### config.mk
export PLATFORM = sky130hd
export DESIGN_NAME = dmux8way_router
export DESIGN_NICKNAME = d
export VERILOG_FILES = /design/src/rtl/dmux8way_router_pkg.sv /design/src/rtl/dmux8way_router_lane.sv /design/src/rtl/dmux8way_router.sv
export SDC_FILE = /design/constraint.sdc
export NUM_CORES = 1
export LEC_CHECK = 0
export CAP_MARGIN = 15
export CORE_MARGIN = 2
export CORE_UTILIZATION = 51
export CTS_CLUSTER_DIAMETER = 200
export DETAILED_ROUTE_END_ITERATION = 12
export HOLD_SLACK_MARGIN = 0.1
export PLACE_DENSITY_LB_ADDON = 0.08
export SKIP_CTS_REPAIR_TIMING = 1
export SYNTH_ARGS = -nofsm -noshare
export SYNTH_HDL_FRONTEND = slang
export SYNTH_SLANG_ARGS = --single-unit
export TNS_END_PERCENT = 20
### constraint.sdc
create_clock -name clk -period 15.1 [get_ports clk]
set_input_delay 2.265 -clock clk [delete_from_list [all_inputs] [get_ports clk]]
set_output_delay 2.265 -clock clk [all_outputs]
set_load 0.02 [all_outputs]
### src/rtl/dmux8way_router_pkg.sv
// Shared constants and helpers for the 1-to-8 word distributor.
package dmux8way_router_pkg;

    localparam int LANES       = 8;
    localparam int SEL_WIDTH   = 3;
    localparam int COUNT_WIDTH = 16;

    function automatic logic [LANES-1:0] decode_select(input logic [SEL_WIDTH-1:0] sel);
        logic [LANES-1:0] onehot;
        onehot      = '0;
        onehot[sel] = 1'b1;
        return onehot;
    endfunction

endpackage

### src/rtl/dmux8way_router_lane.sv
// One-entry holding register for a single output lane; a write wins over a read on the same edge.
module dmux8way_router_lane #(
    parameter int WIDTH = 16
) (
    input  logic             clk,
    input  logic             reset,
    input  logic             write_en,
    input  logic             read_en,
    input  logic [WIDTH-1:0] data_in,
    output logic             full,
    output logic [WIDTH-1:0] data_out
);

    // NOTE: the data register is reset too so every lane reads as zero after reset;
    // sequential state is always assigned with <= so all lanes update from the same pre-edge values.
    always_ff @(posedge clk or posedge reset) begin
        if (reset) begin
            full     <= 1'b0;
            data_out <= '0;
        end else if (write_en) begin
            full     <= 1'b1;
            data_out <= data_in;
        end else if (read_en) begin
            full     <= 1'b0;
        end
    end

endmodule

### src/rtl/dmux8way_router.sv
// Registered 1-to-8 word distributor with an independent valid/ready holding register per lane.
module dmux8way_router
    import dmux8way_router_pkg::*;
#(
    parameter int WIDTH = 16
) (
    input  logic                   clk,
    input  logic                   reset,
    input  logic                   in_valid,
    output logic                   in_ready,
    input  logic [SEL_WIDTH-1:0]   in_select,
    input  logic [WIDTH-1:0]       in_data,
    output logic [LANES-1:0]       out_valid,
    input  logic [LANES-1:0]       out_ready,
    output logic [LANES*WIDTH-1:0] out_data,
    output logic [COUNT_WIDTH-1:0] accept_count
);

    logic             in_xfer;
    logic [LANES-1:0] write_en;
    logic [LANES-1:0] read_en;

    // A full lane can still accept when its consumer drains it on the same edge.
    assign in_ready = !out_valid[in_select] || out_ready[in_select];
    assign in_xfer  = in_valid && in_ready;
    assign write_en = in_xfer ? decode_select(in_select) : '0;
    assign read_en  = out_valid & out_ready;

    for (genvar k = 0; k < LANES; k++) begin : g_lane
        dmux8way_router_lane #(.WIDTH(WIDTH)) u_lane (
            .clk      (clk),
            .reset    (reset),
            .write_en (write_en[k]),
            .read_en  (read_en[k]),
            .data_in  (in_data),
            .full     (out_valid[k]),
            .data_out (out_data[k*WIDTH +: WIDTH])
        );
    end

    always_ff @(posedge clk or posedge reset) begin
        if (reset) begin
            accept_count <= '0;
        end else if (in_xfer) begin
            accept_count <= accept_count + 1'b1;
        end
    end

endmodule

==> results.toml <==
[logic_synthesis]
async_flop_share = 1.00
synth_edf_count = 0
synth_area_leaders = "dfrtp_1 (61%), mux2_2 (23%), xor2_1 (2.1%)"
yosysMostFrequentCell = "dfrtp_1"
syn_area_per_cell_um2 = 15.2
yosysUniqueCellTypes = 31
synth.cells.most_frequent = "dfrtp_1 (152), mux2_2 (128), xor2_1 (15)"
synthFlopType = "dfrtp_1"
syn_inst = 409
synth_seq_cells = 152
synth-seq-area-share = 0.612
syn_area_um2 = 6210
synth_nets = 440
yosysWarnings = 0
synth_area_leader_cell = "dfrtp_1"
synth_top_area_frac = 0.612

[finish]
layout.cells.non_filler = 752
num-nets-final = 622
drive_gt1_frac = 0.290
syn2layout_area_growth_pct = 40.2
utilization = 0.729

[sta]
rsz0062_at_grt = "no"
worstMarginPinSlew_ps = 1020
tns_ps = 0
finalWorstSetupSlack_ps = 8020
fin_crit_ps = 7080
skew_ps = 6.63
slew_headroom = 0.319
hold_slack_ps = 465
finalCritPeriodShare = 0.469
slew_viol_final = 0
setup_viol = 0
hold_violations = 0
fmax_mhz = 141

[worst_setup_path]
cpPeakStageDelay_ps = 780
path_common_cell = "clkdlybuf4s50_1"
worstSetupPathType = "input port to output pin"
cp-start-kind = "input port"
r2r_end = "g_lane[6].u_lane.data_out[5]"
path_delay_family = "buffers and inverters"
rr_startpoint = "g_lane[4].u_lane.full"
crit_chain = "clkdlybuf4s50_1 -> mux4_2 -> mux2_2 -> nand3_1 -> clkdlybuf4s50_1"
worst-r2r-cell-count = 4
crit_path_max_fanout = 16
cp-end-kind = "output pin"
path_buf_inv = 2
crit_slowest_cell = "clkdlybuf4s50_1"
worstPathArrival_ps = 4810
required_ps = 12840
rrSetupSlack_ps = 12570

[floorplanning]
fp.dieH_um = 114
top_level_ports = 183
rows = 40
die_x_um = 114
start_util = 0.520
design.die.area_um2 = 13100
core-area_um2 = 12000

[clock_tree]
clk_latency_ps = 420
cts.sinks = 152
clk_pin_slew_worst_paths_ps = 60
tritoncts = "yes"
h-tree-depth = 4
numCtsBuffers = 17
cts_root_buf = "clkbuf_16"
clk_path_buf_depth = 2

[min_path]
hp-class = "register to register"
hold_path_startpoint = "accept_count[15]"
whs_path_depth = 1
hold_end = "accept_count[15]"

[placed_design]
portBuffers = 182
pre_cts_ws_ps = 8060
gp_congestion = 0.858
hpwl_um = 10300
place_inst = 719

[route]
highest_layer = "met4"
wl_met2_um = 7670
vias = 4079
via_per_inst = 5.42
drcViolationCount = 0
dr.pass1.iters = 6
drt_iter0_drc = 225
route.met3.wl_um = 1130
ant_nets = 0
drt_wl_total_um = 15100
wire_per_inst_um = 20.1
wl_met1_um = 6120

[global_route]
grt_usage = 0.246
grt_pass1_wl_um = 23900
grt_max_degree = 81
antenna_found_initial = 1
grt.overflow.total = 0
grt_pass1_vias = 4300

[outcome]
status = "finished clean"

[power_and_ir_drop]
p_per_area_nw_per_um2 = 165
peakVddDrop_v = 0.000112
p_leak_nw = 3.77

[run]
max_cap_violations = 0
==> where the power goes <==
part           leakage [nW]  switching, mW  internal (mW)
combinational          1.61          0.220          0.235
sequential             1.86         0.0573          0.501
clock                 0.296          0.159          0.264
total                  3.77          0.437          0.999
==> metal layers <==
metal  global-route usage  vias up
li1                     -     1840
met1                0.300     2093
met2                0.398      132
met3               0.0995       14
met4               0.0829        0
met5                    0        -
==> sequential cells by signal, indices dropped and copies added (netlist names) <==
signal	cells
accept_count	16
g_lane.u_lane.data_out	128
g_lane.u_lane.full	8
==> worst register-to-register path, delay by kind of cell, from the launching register on <==
kind | cells | cell delay [ps]
AND/OR/NAND/NOR | 2 | 1060
multiplexers | 2 | 930
flip-flops | 1 | 420
==> placed cells by master (no fill, tap or decap), drive strengths merged <==
cell type,instances
and2,3
clkinvlp,1
a21o,4
and3,3
nand3,5
bufinv,2
a2111oi,3
o2111ai,1
clkbuf,24
a31oi,6
mux2i,2
nand4bb,1
mux2,130
mux4,3
dfrtp,152
nand2,8
nand4,7
and4,4
nand4b,1
o211ai,2
clkinv,5
buf,8
nor2,2
nand2b,2
clkdlybuf4s50,182
diode,1
a311oi,10
o21ai,5
xor2,15
inv,12
ha,1
==> final cells by class <==
type / count / area, µm²
antenna: 1 / 2.50
clock buffer: 24 / 502
clock inverter: 8 / 92.6
fill: 822 / 3250
inverter: 12 / 50.0
multi-input combinational: 218 / 2200
sequential: 152 / 3800
tap: 147 / 184
timing repair buffer: 190 / 1880
==> how the worst max path moves through the flow <==
| stage | start | endpoint | slack [ps] | cells past startpoint |
|---|---|---|---|---|
| after floorplan | reset | accept_count[0] | 8740 | 1 |
| after global placement | in_select[0] | in_ready | 8100 | 5 |
| after detailed placement | in_select[0] | in_ready | 8060 | 5 |
| after CTS | in_select[0] | in_ready | 8050 | 5 |
| after global routing | in_select[0] | in_ready | 7960 | 5 |
| final | in_select[0] | in_ready | 8020 | 5 |
==> through the flow <==
stage	cell area [µm²]	power (mW)
2_1_floorplan	6210	0.783
3_3_place_gp	8120	1.01
3_5_place_dp	8120	1.02
4_1_cts	8710	1.45
5_1_grt	8710	1.50
6_report	8720	1.44
==> cell families (layout without fill, tap and decap cells) <==
kind of cell,after synthesis,in the layout,synth area share
flip-flops,152,152,0.612
AND/OR/NAND/NOR,36,36,0.0340
adder cells (fa/ha/maj),1,1,0.00201
XOR/XNOR,15,15,0.0211
multiplexers,135,135,0.250
other,0,1,0
AO/OA/AOI/OAI,31,31,0.0461
buffers and inverters,39,234,0.0350
No activity file was read; power rests on OpenSTA's default activity.
==> RTL edit, RTL diff (same settings) <==
`WIDTH` is set to 16 in 2 places; all go to 14.
--- a/src/rtl/dmux8way_router_lane.sv
+++ b/src/rtl/dmux8way_router_lane.sv
@@ -1,6 +1,6 @@
 // One-entry holding register for a single output lane; a write wins over a read on the same edge.
 module dmux8way_router_lane #(
-    parameter int WIDTH = 16
+    parameter int WIDTH = 14
 ) (
     input  logic             clk,
     input  logic             reset,
--- a/src/rtl/dmux8way_router.sv
+++ b/src/rtl/dmux8way_router.sv
@@ -2,7 +2,7 @@
 module dmux8way_router
     import dmux8way_router_pkg::*;
 #(
-    parameter int WIDTH = 16
+    parameter int WIDTH = 14
 ) (
     input  logic                   clk,
     input  logic                   reset,
Ports: changed (resized in_data and out_data); port bits go from 183 to 165. No check against the original RTL was run, so the function may have changed too.
==> RTL edit against the original RTL <==
Global-route usage fell by 0.69 points. First-iteration DRC count fell by 53%. Design area fell by 10%. Routed wire length fell by 13%. Worst setup slack got worse by 0.081 ns. Register-to-register slack improved by 0.46 ns. Total power fell by 7.5%. Sequential power fell by 11%. Sequential cell count fell by 16. Count of clock-buffer cells in the layout did not move. Via count fell by 13%. Synthesized area fell by 11%. Critical endpoint unchanged.
==> RTL edit: results (changes against the original RTL) <==
| Metric | Value |
|---|---|
| Status | `finished, final reports clean (unchanged)` |
| Clk root buf | `clkbuf_8 (was clkbuf_16)` |
| Top cells by count, synth | `136 x dfrtp_1, 96 x mux2_2, 18 x mux2_4 (was 152 x dfrtp_1, 128 x mux2_2, 15 x xor2_1)` |
| Fillers | `730 (was 822)` |
| Mapped Avg Cell Area | `15.2 sq um (about the same)` |
| CP max-delay cell | `clkdlybuf4s50_1 (unchanged)` |
| Max_slew headroom | `34.5% (was 31.9%)` |
| Cts bufs inserted | `17 (unchanged)` |
| GRT Total Usage | `23.9% (was 24.6%)` |
| Number of inserted diodes | `0 (was 1)` |
| WL final | `13.2 mm (was 15.1 mm)` |
| Synth Flop Type | `dfrtp_1 (unchanged)` |
| Via count | `3536 (was 4079)` |
| CP arrival | `4.89 ns (was 4.81 ns)` |
| First-pass GRT wire length | `20.2 mm (was 23.9 mm)` |
| Yosys Warn Count | `0 (unchanged)` |
| CTS clk-pin slew, worst paths | `0.05 ns` |
| CP max FO | `13 (was 16)` |
| Share of cells above drive strength 1 | `28.1% (was 29.0%)` |
| Register area share after synthesis | `61.5% (was 61.2%)` |
| GR Util met2 | `35.5% (was 39.8%)` |
| Largest net degree at the start of global routing | `78 (was 81)` |
| Clk Latency, worst-skew pair | `0.53 ns (was 0.42 ns)` |
| Final ANT Viol Nets | `0 (unchanged)` |
| Wire length per cell | `19.3 um (was 20.1 um)` |
| Placed cells | `648 (was 719)` |
| DRT Pass-1 Iters | `4 (was 6)` |
| Met1 GRT Util | `31.6% (was 30.0%)` |
| Hold Crit Class | `reg -> reg (unchanged)` |
| Routability Congestion | `0.762 (was 0.858)` |
| Pre-CTS setup slack | `7.55 ns (was 8.06 ns)` |
| Lkg Pwr | `3.47 nW (was 3.77 nW)` |
| Largest regs | `g_lane.u_lane.data_out x112, accept_count x16, g_lane.u_lane.full x8 (was g_lane.u_lane.data_out x128, accept_count x16, g_lane.u_lane.full x8)` |
| Distinct cells, synth | `32 (was 31)` |
| Initial antenna violation count | `0 (was 1)` |
| Switch Pwr | `0.000393 W (was 0.000437 W)` |
| VDD IR-drop max | `0.000114 V (was 0.000112 V)` |
| GR Layer Usage met3 | `9.28% (was 9.95%)` |
| Share of power burned in combinational logic | `30.9% (was 31.7%)` |
| Synth Net Count | `393 (was 440)` |
| Power share of the clock group | `31.6% (was 29.5%)` |
| Clk_skew | `0.00693 ns (was 0.00663 ns)` |
| CP max stage delay | `0.81 ns (was 0.78 ns)` |
| Iteration-0 DRC Markers | `106 (was 225)` |
| Port bufs | `164 (was 182)` |
| Final net count | `557 (was 622)` |
| H-tree levels | `4 (unchanged)` |
| Synth area leaders | `dfrtp_1 62%, mux2_2 20%, mux2_4 4.9% (was dfrtp_1 61%, mux2_2 23%, xor2_1 2.1%)` |
| CP delay by family, top | `buffers and inverters (unchanged)` |
| Async set-reset flop share out of synthesis | `100% (unchanged)` |
| Number of global-route vias before repair | `3576 (was 4300)` |
| Post-detail-place hpwl | `8.81 mm (was 10.3 mm)` |
-- RTL edit: logic make-up after synthesis --
kind of cell	share of synthesized area [%]
multiplexers	26.0
flip-flops	61.5
AO/OA/AOI/OAI	2.58
XOR/XNOR	2.38
AND/OR/NAND/NOR	4.07
buffers and inverters	3.26
adder cells (fa/ha/maj)	0.226
-- RTL edit: path summary, 6_finish.rpt --
path	startpoint	end	slack, ns	depth (start not counted)
max reg2reg	g_lane[7].u_lane.full	accept_count[9]	13.03	6
min reg2reg	accept_count[15]	accept_count[15]	0.47	1
min in group asynchronous	reset	accept_count[15]	2.17	2
max	in_select[1]	in_ready	7.94	7
min	accept_count[15]	accept_count[15]	0.47	1
max in group asynchronous	reset	g_lane[3].u_lane.data_out[10]	11.57	3
-- RTL edit: cell type report --
| cell class | instances | area, sq um | area share, % |
|---|---|---|---|
| Sequential cell | 136 | 3400 | 43.4 |
| Multi-Input combinational cell | 197 | 1960 | 24.9 |
| Timing Repair Buffer | 166 | 1660 | 21.1 |
| Clock buffer | 24 | 490 | 6.26 |
| Tap cell | 140 | 175 | 2.23 |
| Clock inverter | 7 | 115 | 1.47 |
| Inverter | 10 | 42.5 | 0.543 |
-- RTL edit: through the flow --
| stage | total power [W] | hold slack, ns | area, sq um |
|---|---|---|---|
| after detailed placement | 0.000914 | 0.464 | 7230 |
| after CTS | 0.00134 | 0.472 | 7830 |
| after global routing | 0.00138 | 0.494 | 7840 |
| final | 0.00133 | 0.468 | 7840 |
| after global placement | 0.000903 | 0.456 | 7230 |
| after floorplan | 0.000704 | 0.508 | 5530 |
-- RTL edit: metal layers --
metal | up-vias | wire length [um]
met5 | - | 0
met4 | 0 | 227
met3 | 21 | 1020
met2 | 117 | 6200
met1 | 1787 | 5710
li1 | 1611 | -
